--- src/rtl/obstacle_spawner.sv ---
// obstacle_spawner: paces obstacle spawns in video frames, draws start X and type from a
// free-running Galois LFSR, offers each spawn on valid/ready and ramps difficulty by level.
module obstacle_spawner #(
    parameter int unsigned X_MAX          = 608,
    parameter int unsigned START_Y        = 0,
    parameter int unsigned PERIOD_INIT    = 120,
    parameter int unsigned PERIOD_MIN     = 30,
    parameter int unsigned PERIOD_STEP    = 10,
    parameter int unsigned SPAWNS_PER_LVL = 8,
    parameter logic [15:0] LFSR_SEED      = 16'hACE1
) (
    input  logic        i_clk,
    input  logic        i_reset,
    input  logic        i_frame_tick,
    input  logic        i_enable,
    input  logic        i_spawn_ready,
    output logic        o_spawn_valid,
    output logic [1:0]  o_obstacle_trigger,
    output logic [9:0]  o_obstacle_start_x,
    output logic [9:0]  o_obstacle_start_y,
    output logic [3:0]  o_level,
    output logic [15:0] o_spawn_count
);

    localparam logic [9:0]  C_X_MAX     = 10'(X_MAX);
    localparam logic [9:0]  C_X_WRAP    = 10'(X_MAX + 1);
    localparam logic [9:0]  C_START_Y   = 10'(START_Y);
    localparam logic [7:0]  C_P_INIT    = 8'(PERIOD_INIT);
    localparam logic [7:0]  C_P_MIN     = 8'(PERIOD_MIN);
    localparam logic [7:0]  C_P_STEP    = 8'(PERIOD_STEP);
    localparam logic [7:0]  C_P_FLOOR   = 8'(PERIOD_MIN + PERIOD_STEP);
    localparam logic [3:0]  C_LVL_LAST  = 4'(SPAWNS_PER_LVL - 1);
    localparam logic [3:0]  C_LEVEL_MAX = 4'd15;
    localparam logic [15:0] C_LFSR_MASK = 16'hB400;

    typedef enum logic [1:0] {
        ST_IDLE  = 2'd0,
        ST_COUNT = 2'd1,
        ST_SPAWN = 2'd2
    } state_t;

    state_t      r_state;
    state_t      w_state_nxt;
    logic [15:0] r_lfsr;
    logic [7:0]  r_period;
    logic [7:0]  w_period_nxt;
    logic [7:0]  r_countdown;
    logic [7:0]  w_countdown_nxt;
    logic [3:0]  r_lvl_cnt;
    logic [3:0]  w_lvl_cnt_nxt;
    logic [3:0]  r_level;
    logic [3:0]  w_level_nxt;
    logic [15:0] r_count;
    logic [15:0] w_count_nxt;
    logic        r_valid;
    logic        w_valid_nxt;
    logic [1:0]  r_trigger;
    logic [1:0]  w_trigger_nxt;
    logic [9:0]  r_x;
    logic [9:0]  w_x_nxt;
    logic [9:0]  r_y;

    function automatic logic [15:0] lfsr_step(input logic [15:0] l);
        lfsr_step = l[0] ? ((l >> 1) ^ C_LFSR_MASK) : (l >> 1);
    endfunction

    // Fold the 10-bit draw into 0..X_MAX; a single subtraction suffices since 1023 < 2*(X_MAX+1).
    function automatic logic [9:0] map_x(input logic [9:0] r);
        map_x = (r > C_X_MAX) ? (r - C_X_WRAP) : r;
    endfunction

    // FSM state register
    always_ff @(posedge i_clk or posedge i_reset) begin
        if (i_reset) begin
            r_state <= ST_IDLE;
        end else begin
            r_state <= w_state_nxt;
        end
    end

    // Next-state and next-datapath values
    always_comb begin
        w_state_nxt     = r_state;
        w_period_nxt    = r_period;
        w_countdown_nxt = r_countdown;
        w_lvl_cnt_nxt   = r_lvl_cnt;
        w_level_nxt     = r_level;
        w_count_nxt     = r_count;
        w_valid_nxt     = r_valid;
        w_trigger_nxt   = r_trigger;
        w_x_nxt         = r_x;
        case (r_state)
            ST_IDLE: begin
                if (i_enable) begin
                    w_countdown_nxt = r_period;
                    w_state_nxt     = ST_COUNT;
                end else begin
                    w_state_nxt = ST_IDLE;
                end
            end
            ST_COUNT: begin
                if (!i_enable) begin
                    w_state_nxt = ST_IDLE;
                end else if (i_frame_tick) begin
                    if (r_countdown <= 8'd1) begin
                        w_countdown_nxt = 8'd0;
                        w_valid_nxt     = 1'b1;
                        w_x_nxt         = map_x(r_lfsr[9:0]);
                        w_trigger_nxt   = r_lfsr[11:10];
                        w_state_nxt     = ST_SPAWN;
                    end else begin
                        w_countdown_nxt = r_countdown - 8'd1;
                    end
                end else begin
                    w_countdown_nxt = r_countdown;
                end
            end
            ST_SPAWN: begin
                // An accept wins over a simultaneous disable: the consumer already took it.
                if (r_valid && i_spawn_ready) begin
                    w_valid_nxt = 1'b0;
                    w_count_nxt = r_count + 16'd1;
                    w_state_nxt = i_enable ? ST_COUNT : ST_IDLE;
                    if (r_lvl_cnt >= C_LVL_LAST) begin
                        w_lvl_cnt_nxt   = 4'd0;
                        w_level_nxt     = (r_level == C_LEVEL_MAX) ? r_level : (r_level + 4'd1);
                        w_period_nxt    = (r_period >= C_P_FLOOR) ? (r_period - C_P_STEP) : C_P_MIN;
                        w_countdown_nxt = w_period_nxt;
                    end else begin
                        w_lvl_cnt_nxt   = r_lvl_cnt + 4'd1;
                        w_countdown_nxt = r_period;
                    end
                end else if (!i_enable) begin
                    w_valid_nxt = 1'b0;
                    w_state_nxt = ST_IDLE;
                end else begin
                    w_state_nxt = ST_SPAWN;
                end
            end
            default: begin
                w_valid_nxt = 1'b0;
                w_state_nxt = ST_IDLE;
            end
        endcase
    end

    // Datapath registers; the LFSR free-runs every cycle regardless of state
    always_ff @(posedge i_clk or posedge i_reset) begin
        if (i_reset) begin
            r_lfsr      <= LFSR_SEED;
            r_period    <= C_P_INIT;
            r_countdown <= C_P_INIT;
            r_lvl_cnt   <= 4'd0;
            r_level     <= 4'd0;
            r_count     <= 16'd0;
            r_valid     <= 1'b0;
            r_trigger   <= 2'd0;
            r_x         <= 10'd0;
            r_y         <= C_START_Y;
        end else begin
            r_lfsr      <= lfsr_step(r_lfsr);
            r_period    <= w_period_nxt;
            r_countdown <= w_countdown_nxt;
            r_lvl_cnt   <= w_lvl_cnt_nxt;
            r_level     <= w_level_nxt;
            r_count     <= w_count_nxt;
            r_valid     <= w_valid_nxt;
            r_trigger   <= w_trigger_nxt;
            r_x         <= w_x_nxt;
            r_y         <= C_START_Y;
        end
    end

    assign o_spawn_valid      = r_valid;
    assign o_obstacle_trigger = r_trigger;
    assign o_obstacle_start_x = r_x;
    assign o_obstacle_start_y = r_y;
    assign o_level            = r_level;
    assign o_spawn_count      = r_count;

endmodule
--- config.mk ---
export PLATFORM = sky130hd
export DESIGN_NAME = obstacle_spawner
export DESIGN_NICKNAME = d
export VERILOG_FILES = /design/src/rtl/obstacle_spawner.sv
export SDC_FILE = /design/constraint.sdc
export NUM_CORES = 1
export LEC_CHECK = 0
export BUFFER_PORTS_ARGS = -buffer_cell sky130_fd_sc_hd__buf_2
export CORE_MARGIN = 2
export CORE_UTILIZATION = 40
export CTS_CLUSTER_SIZE = 10
export DETAILED_ROUTE_END_ITERATION = 16
export PLACE_DENSITY = 0.58
export SYNTH_ARGS = -nofsm -noshare
export SYNTH_HDL_FRONTEND = slang
export SYNTH_SLANG_ARGS = --single-unit
--- constraint.sdc ---
create_clock -name i_clk -period 3.9 [get_ports i_clk]
set_input_delay 0.195 -clock i_clk [delete_from_list [all_inputs] [get_ports i_clk]]
set_output_delay 0.195 -clock i_clk [all_outputs]
set_load 0.005 [all_outputs]
==> qor.yml, run 1 <==
logic_synthesis:
  synth_ff_type: "dfrtp_1"
  most_repeated_cell_in_the_gate_level_netlist_after_synthesis: "dfrtp_1"
  post_synthesis_cell_type_count: 58
  synth_top_cell_by_area: "dfrtp_1"
  post_synth.cell_area_avg_um2: 9.96
  synthTopCellsByCount: "dfrtp_1, nand2_1, nor2_1, o21ai_0, inv_1"
  synth_sequential_area_ratio_pct: 48.5
  synth_top_area_share_pct: 37.2
  post_synthesis_register_bit_count: 71
  synth_edf_count: 0
  ys_async_sr_fraction_pct: 100
  synth.area.top_cells: "dfrtp_1, dfstp_2, ha_1"
  synth_warnings: 0
  postSynthCellCount: 372
  syn_area_um2: 3700
die:
  starting_utilization_of_the_core_area_pct: 40.7
  die_y_um: 100
  pin_count: 48
  core.rowCount: 35
  die-width_um: 100
  core-area_um2: 9110
  fp.dieArea_um2: 10000
final_layout:
  finalCoreUtilization_pct: 45.6
  insertedDiodeCount: 0
  syn_to_final_growth_pct: 12.2
  post-route-cell-area_um2: 4160
  layout.cells.non_filler: 525
  post_route_cells_drive_above_1_share_pct: 22.2
  final_nets: 427
setup_path:
  critical_path_cell_sequence: "inv_1 -> ha_1 -> nand3_1 -> or4_4 -> or4_1 -> nand3_1"
  cpLargestDelayFamily: "simple AND/OR/NAND/NOR gates"
  timing.critical_path.mode_cell: "nand3_1"
  crit_slowest_cell: "or4_4"
  critPathRequiredTime_ns: 4.19
  critical_path.max_fanout: 15
  start_kind: "flip-flop"
  cp_data_arrival_time_ns: 2.77
  cpPeakStageDelay_ns: 0.56
  endpoint_kind: "flip-flop"
  crit_type: "reg -> reg"
  critical_path_buf_inv_count: 1
clocking:
  cts_tree: "yes"
  clkTransAtPathRegs_ns: 0.09
  cts_hold_buffers: 0
  cts_root_buffer: "clkbuf_8"
  cts_sinks: 71
  clock_latency_ns: 0.36
  cts_max_level: 3
  clockBufferDepth: 2
  post_cts.resized_instances: 0
  cts_made_buffers: 9
  postCtsSetupBuffers: 0
power_and_ir_drop:
  net_switching_power_figure_w: 0.000784
  power_report.internal_total_w: 0.00133
  p_sw_share_pct: 37.2
  worst_ir_drop_vdd_uv: 205
  pwr-share-seq_pct: 43.0
  cellLeakagePower_nw: 1.96
  clock_power_share_pct: 26.9
  combPwrFrac_pct: 30.0
  power.density_cell_area_nw_per_um2: 508
grt:
  grt_start_max_net_pins: 45
  grt_antenna_before_repair: 0
  grt_pass1_vias: 2834
  grt_pass1_wl_um: 13500
  globalRouteTotalUtil_pct: 16.8
  grt-ovfl-total: 0
placed_design:
  place.port_buffers: 37
  dp.cells: 509
  post_dp_cell_area_um2: 3970
  dp.final_hpwl_um: 5610
  pre_cts_slack_ns: 1.44
  place.gp.congestion: 0.846
routing:
  vias: 2877
  drt-total-wl_um: 7830
  ant_nets: 0
  first_pass_iters: 4
  drt_drc_violations_left: 0
  wl_per_cell_um: 14.9
  route.detailed.vias_per_inst: 5.48
  dr.first_iter.drc_count: 137
job:
  number_of_max_cap_violations: 0
sta:
  final_hold_vios: 0
  post-route-period-util_pct: 63.6
  worst_slack_setup_final_ns: 1.42
  fin_worst_skew_ns: 0.00966
  tightestPinTransition_ns: 0.919
  timing.final.max_slew_violations: 0
  tns_ns: 0
  fmax_achieved_mhz: 403
  slew-limit-headroom_pct: 38.6
  setup_violations: 0
  timing.final.crit_period_ns: 2.48
  grt_setup_unrepaired: "false"
outcome:
  run_status: "finished clean"
hold_path:
  worst_hold_path_type: "in -> async"
[sequential cells by signal (all words and copies together) (netlist names)]
signal,flops
r_countdown,8
o_level,4
r_state,2
r_period,8
o_spawn_valid,1
r_lfsr,16
o_obstacle_start_x,10
o_obstacle_trigger,2
o_spawn_count,16
r_lvl_cnt,4
[cell families (layout without fill, tap and decap cells)]
group                      Yosys count  after routing  share of synthesized area, %
and+or+nand+nor                    129            129                          17.8
AOI/OAI and AO/OA                   85             85                          15.8
DFF                                 71             71                          48.5
buffers and inverters               41             74                          5.24
xor gates and xnor gates            21             21                          4.97
adders and majority gates           13             13                          4.39
muxes                               11             11                          3.21
other                                1             10                         0.101
[layout by cell type, fill, tap and decap left out, types with 6 or more instances in the layout]
| cell | synthesis | layout |
|---|---|---|
| buf_2 | 1 | 37 |
| conb_1 | 1 | 10 |
| dfrtp_1 | 55 | 55 |
| mux2_2 | 7 | 7 |
| clkbuf_8 | 0 | 9 |
| or3_1 | 6 | 6 |
| a21oi_1 | 10 | 10 |
| xor2_1 | 9 | 9 |
| xnor2_1 | 12 | 12 |
| dfstp_2 | 16 | 16 |
| or4_1 | 6 | 6 |
| or2_2 | 6 | 6 |
| nand3_1 | 12 | 12 |
| o21ai_0 | 21 | 21 |
| nor3_1 | 8 | 8 |
| inv_1 | 17 | 16 |
| ha_1 | 13 | 13 |
| nand2_1 | 39 | 39 |
| nor2_1 | 21 | 21 |
| a31oi_1 | 10 | 10 |
| nand4_1 | 6 | 6 |
[final timing paths]
check | startpoint | endpoint | slack [ns] | cells past startpoint
setup / recovery | r_state[1] | o_obstacle_start_x[3] | 1.42 | 6
hold / removal | i_reset | o_spawn_count[12] | 0.03 | 2
setup reg to reg | r_state[1] | o_obstacle_start_x[3] | 1.42 | 6
hold reg to reg | r_lfsr[12] | r_lfsr[11] | 0.36 | 0
max in group asynchronous | i_reset | r_lfsr[11] | 2.90 | 3
min in group i_clk | i_spawn_ready | r_period[5] | 0.13 | 3
[per-layer routing]
layer / vias up / GRT usage (%) / share of wire (%)
met5: - / 0 / 0
met3: 11 / 2.92 / 3.1
li1: 1410 / - / -
met4: 0 / 6.43 / 1.6
met1: 1400 / 21.6 / 46
met2: 56 / 28.3 / 49
[metrics by stage]
| stage | total power (W) | hold WS [ns] |
|---|---|---|
| 3_3_place_gp | 0.00153 | 0.338 |
| 6_report | 0.00211 | 0.0299 |
| 3_5_place_dp | 0.00156 | 0.343 |
| 2_1_floorplan | 0.00139 | 0.333 |
| 4_1_cts | 0.00212 | 0.0622 |
| 5_1_grt | 0.00225 | 0.119 |
[cell type report]
type / count / area [um2]
sequential: 71 / 1800
clock inverter: 7 / 60.1
clock buffer: 9 / 124
inverter: 17 / 63.8
multi-input combinational: 269 / 1760
timing repair buffer: 41 / 215
tap: 111 / 139
fill: 883 / 4950
[power by group through the flow]
stage,Sequential [W],Clock [W],Combinational (W)
after floorplan,0.000898,0,0.000488
after global placement,0.000915,0,0.000619
after detailed placement,0.000921,0,0.000635
after CTS,0.000908,0.000578,0.000637
after global routing,0.000921,0.000606,0.000720
final,0.000908,0.000568,0.000634
Note: power is estimated with default switching activity, not from simulation.
==> run 2, diff against run 1 <==
--- a/config.mk
+++ b/config.mk
@@ -5,12 +5,13 @@
 export SDC_FILE = /design/constraint.sdc
 export NUM_CORES = 1
 export LEC_CHECK = 0
+export ABC_AREA = 1
 export BUFFER_PORTS_ARGS = -buffer_cell sky130_fd_sc_hd__buf_2
 export CORE_MARGIN = 2
 export CORE_UTILIZATION = 40
 export CTS_CLUSTER_SIZE = 10
 export DETAILED_ROUTE_END_ITERATION = 16
-export PLACE_DENSITY = 0.58
+export PLACE_DENSITY = 0.6
 export SYNTH_ARGS = -nofsm -noshare
 export SYNTH_HDL_FRONTEND = slang
 export SYNTH_SLANG_ARGS = --single-unit
==> constraint.sdc (replaced) <==
create_clock -name i_clk -period 2.1 [get_ports i_clk]
set_input_delay 0.105 -clock i_clk [delete_from_list [all_inputs] [get_ports i_clk]]
set_output_delay 0.105 -clock i_clk [all_outputs]
set_load 0.005 [all_outputs]
==> run 2 against run 1 <==
Effect of this change: sequential power increased by 110%; cell count increased by 22%; final area increased by 4.5%; global-route usage increased by 0.15 points; critical path type unchanged; largest cell class unchanged; highest routed layer unchanged.
==> qor.yml, run 2 <==
setup_path:
  cp_data_arrival_time_ns: 2.07  # was 2.77 ns
  start_kind: "flip-flop"  # unchanged
  endpoint_kind: "flip-flop"  # unchanged
  reg2reg_from: "r_lfsr[0]"  # was r_state[1]
  critPathRequiredTime_ns: 2.34  # was 4.19 ns
  critical_path.max_fanout: 15  # unchanged
  critical_path.reg2reg.endpoint: "o_obstacle_start_x[5]"  # was o_obstacle_start_x[3]
  crit_type: "reg -> reg"  # unchanged
  reg2regPathDepth: 10  # was 6
  register_to_register_setup_slack_ns: 0.27  # was 1.42 ns
logic_synthesis:
  synth.area.top_cells: "dfrtp_1, nand2_1, dfstp_2"  # was dfrtp_1, dfstp_2, ha_1
  synth_sequential_area_ratio_pct: 47.2  # was 48.5%
  post_synthesis_cell_type_count: 35  # was 58
  post_synth.cell_area_avg_um2: 8.24  # was 9.96 um2
  postSynthCellCount: 462  # was 372
  synth_edf_count: 0  # unchanged
  synthTopCellsByCount: "nand2_1, inv_1, dfrtp_1"  # was dfrtp_1, nand2_1, nor2_1, o21ai_0, inv_1
  synth_warnings: 0  # unchanged
  post_synthesis_register_bit_count: 71  # unchanged
  synth_top_cell_by_area: "dfrtp_1"  # unchanged
  syn_area_um2: 3810  # was 3700 um2
  ys_async_sr_fraction_pct: 100  # unchanged
  most_repeated_cell_in_the_gate_level_netlist_after_synthesis: "nand2_1"  # was dfrtp_1
  synth_ff_type: "dfrtp_1"  # unchanged
  synth_top_area_share_pct: 36.2  # was 37.2%
clocking:
  cts_sinks: 71  # unchanged
  clkTransAtPathRegs_ns: 0.08  # was 0.09 ns
  cts_root_buffer: "clkbuf_8"  # unchanged
  clock_latency_ns: 0.35  # was 0.36 ns
  post_cts.resized_instances: 0  # unchanged
  cts_tree: "yes"  # unchanged
  cts_max_level: 3  # unchanged
  cts_made_buffers: 9  # unchanged
  clockBufferDepth: 2  # unchanged
hold_path:
  worst_hold_path_type: "in -> reg"  # was in -> async
  holdCritStartpoint: "i_enable"
  worstHoldPathCells: 3
  worst_hold_path.endpoint: "r_state[0]"
grt:
  globalRouteTotalUtil_pct: 17.0  # was 16.8%
  grt_pass1_wl_um: 13800  # was 13500 um
  grt_antenna_before_repair: 0  # unchanged
  grt_start_max_net_pins: 72  # was 45
  grt_pass1_vias: 2927  # was 2834
  grt-ovfl-total: 0  # unchanged
routing:
  route.detailed.vias_per_inst: 4.75  # was 5.48
  wl_per_cell_um: 12.2  # was 14.9 um
  ant_nets: 0  # unchanged
  vias: 3043  # was 2877
  drt-total-wl_um: 7850  # was 7830 um
  drt_drc_violations_left: 0  # unchanged
  dr.first_iter.drc_count: 90  # was 137
  first_pass_iters: 4  # unchanged
die:
  fp.dieArea_um2: 10300  # was 10000 um2
  core-area_um2: 9240  # was 9110 um2
  die_y_um: 102  # was 100 um
  starting_utilization_of_the_core_area_pct: 41.2  # was 40.7%
  pin_count: 48  # unchanged
  die-width_um: 102  # was 100 um
  core.rowCount: 35  # unchanged
job:
  number_of_max_cap_violations: 0  # unchanged
sta:
  fin_worst_skew_ns: 0.0125  # was 0.00966 ns
  setup_violations: 0  # unchanged
  tns_ns: 0  # unchanged
  timing.final.max_slew_violations: 0  # unchanged
  grt_setup_unrepaired: "false"  # unchanged
  post-route-period-util_pct: 86.9  # was 63.6%
  fmax_achieved_mhz: 548  # was 403 MHz
  timing.final.crit_period_ns: 1.83  # was 2.48 ns
  final_hold_vios: 0  # unchanged
  worst_slack_setup_final_ns: 0.275  # was 1.42 ns
placed_design:
  place.port_buffers: 37  # unchanged
  dp.final_hpwl_um: 5600  # was 5610 um
  pre_cts_slack_ns: 0.286  # was 1.44 ns
  dp.cells: 624  # was 509
  place.gp.congestion: 0.888  # was 0.846
power_and_ir_drop:
  power.density_cell_area_nw_per_um2: 1100  # was 508 nW/um2
  clock_power_share_pct: 26.3  # was 26.9%
  worst_ir_drop_vdd_uv: 426  # was 205 uV
  power_report.internal_total_w: 0.00297  # was 0.00133 W
  p_sw_share_pct: 37.8  # was 37.2%
  pwr-share-seq_pct: 39.6  # was 43.0%
  net_switching_power_figure_w: 0.00180  # was 0.000784 W
  combPwrFrac_pct: 34.1  # was 30.0%
  cellLeakagePower_nw: 2.31  # was 1.96 nW
  post-layout-total-power_w: 0.00477  # was 0.00211 W
final_layout:
  layout.cells.non_filler: 641  # was 525
  final_nets: 525  # was 427
  insertedDiodeCount: 0  # unchanged
  layout.cells.most_common: "nand2_1"  # was dfrtp_1
  post_route_cells_drive_above_1_share_pct: 18.6  # was 22.2%
  mostFrequentLayoutCells: "nand2_1, inv_1, dfrtp_1, nand3_1, buf_2"  # was dfrtp_1, nand2_1, buf_2, nor2_1, o21ai_0
  syn_to_final_growth_pct: 14.2  # was 12.2%
outcome:
  run_status: "finished clean"  # unchanged
## run 2: changes by cell type in the layout (fill, tap and decap cells not counted), moves of 7 or more
cell     before  now
xor2_1        9   18
a31oi_1      10    2
mux2_2        7    0
nand3_1      12   46
xnor2_1      12    4
inv_1        16   55
nor3_1        8    1
nand2_1      39  125
## run 2: critical path, cell delays in order (launching register included)
cell and delay [ns]:
dfstp_2 0.60, inv_1 0.13, ha_1 0.23, nand3_1 0.08
nor2_1 0.05, nand2_1 0.08, nand2_2 0.09, inv_2 0.22
nand3_1 0.10, nand3_1 0.09, nand2_1 0.06
## run 2: layer usage
layer	wire length [um]	share of wire, %	vias up	track usage, %
met5	0	0	-	0
met4	113	1.4	0	5.61
met3	232	3.0	11	3.93
met2	3670	47	46	26.5
met1	3830	49	1443	23.3
li1	-	-	1543	-
## run 2: power groups by stage
stage / combinational [W] / clock, W / sequential (W)
detailed placement: 0.00162 / 0 / 0.00191
global placement: 0.00159 / 0 / 0.00190
global route: 0.00191 / 0.00134 / 0.00193
floorplan: 0.00132 / 0 / 0.00186
CTS: 0.00163 / 0.00129 / 0.00189
finish: 0.00162 / 0.00125 / 0.00189
## run 2: stage by stage
| stage | utilization [%] | area, um2 | hold WS [ns] |
|---|---|---|---|
| final | 47.0 | 4350 | 0.115 |
| after global routing | 47.0 | 4350 | 0.113 |
| after CTS | 47.0 | 4350 | 0.100 |
| after detailed placement | 44.4 | 4100 | 0.220 |
| after global placement | 44.4 | 4100 | 0.218 |
| after floorplan | - | 3840 | 0.272 |
## run 2: repair_timing
item                                   in CTS  in global routing
buffers inserted                            0                  0
endpoints found under the hold margin      55                  0
hold buffers                                1                  0
## run 2: cells by family after synthesis
kind of cell	count (synthesis)	share of synthesized area [%]
buf+inv	78	9.40
xor+xnor	22	5.06
compound gates	54	8.05
other cells	1	0.0985
simple gates	223	25.9
flops	71	47.2
fa+ha+maj	13	4.27
## run 2: final cells by class
| type | instances | area, um2 |
|---|---|---|
| fill | 900 | 4890 |
| inverter | 60 | 225 |
| tap | 129 | 161 |
| clock buffer | 11 | 151 |
| multi-input combinational | 322 | 1690 |
| clock inverter | 5 | 80.1 |
| sequential | 71 | 1800 |
| timing repair buffer | 43 | 245 |
## run 2: worst max-delay path by stage
stage	start	cells after the start	endpoint	slack, ns
after floorplan	i_reset	1	o_level[0]	0.22
after global placement	r_state[0]	9	o_spawn_count[13]	0.32
after detailed placement	r_lfsr[0]	10	o_obstacle_start_x[5]	0.29
after CTS	r_lfsr[0]	10	o_obstacle_start_x[7]	0.27
after global routing	r_lfsr[0]	10	o_obstacle_start_x[7]	0.04
final	r_lfsr[0]	10	o_obstacle_start_x[5]	0.27
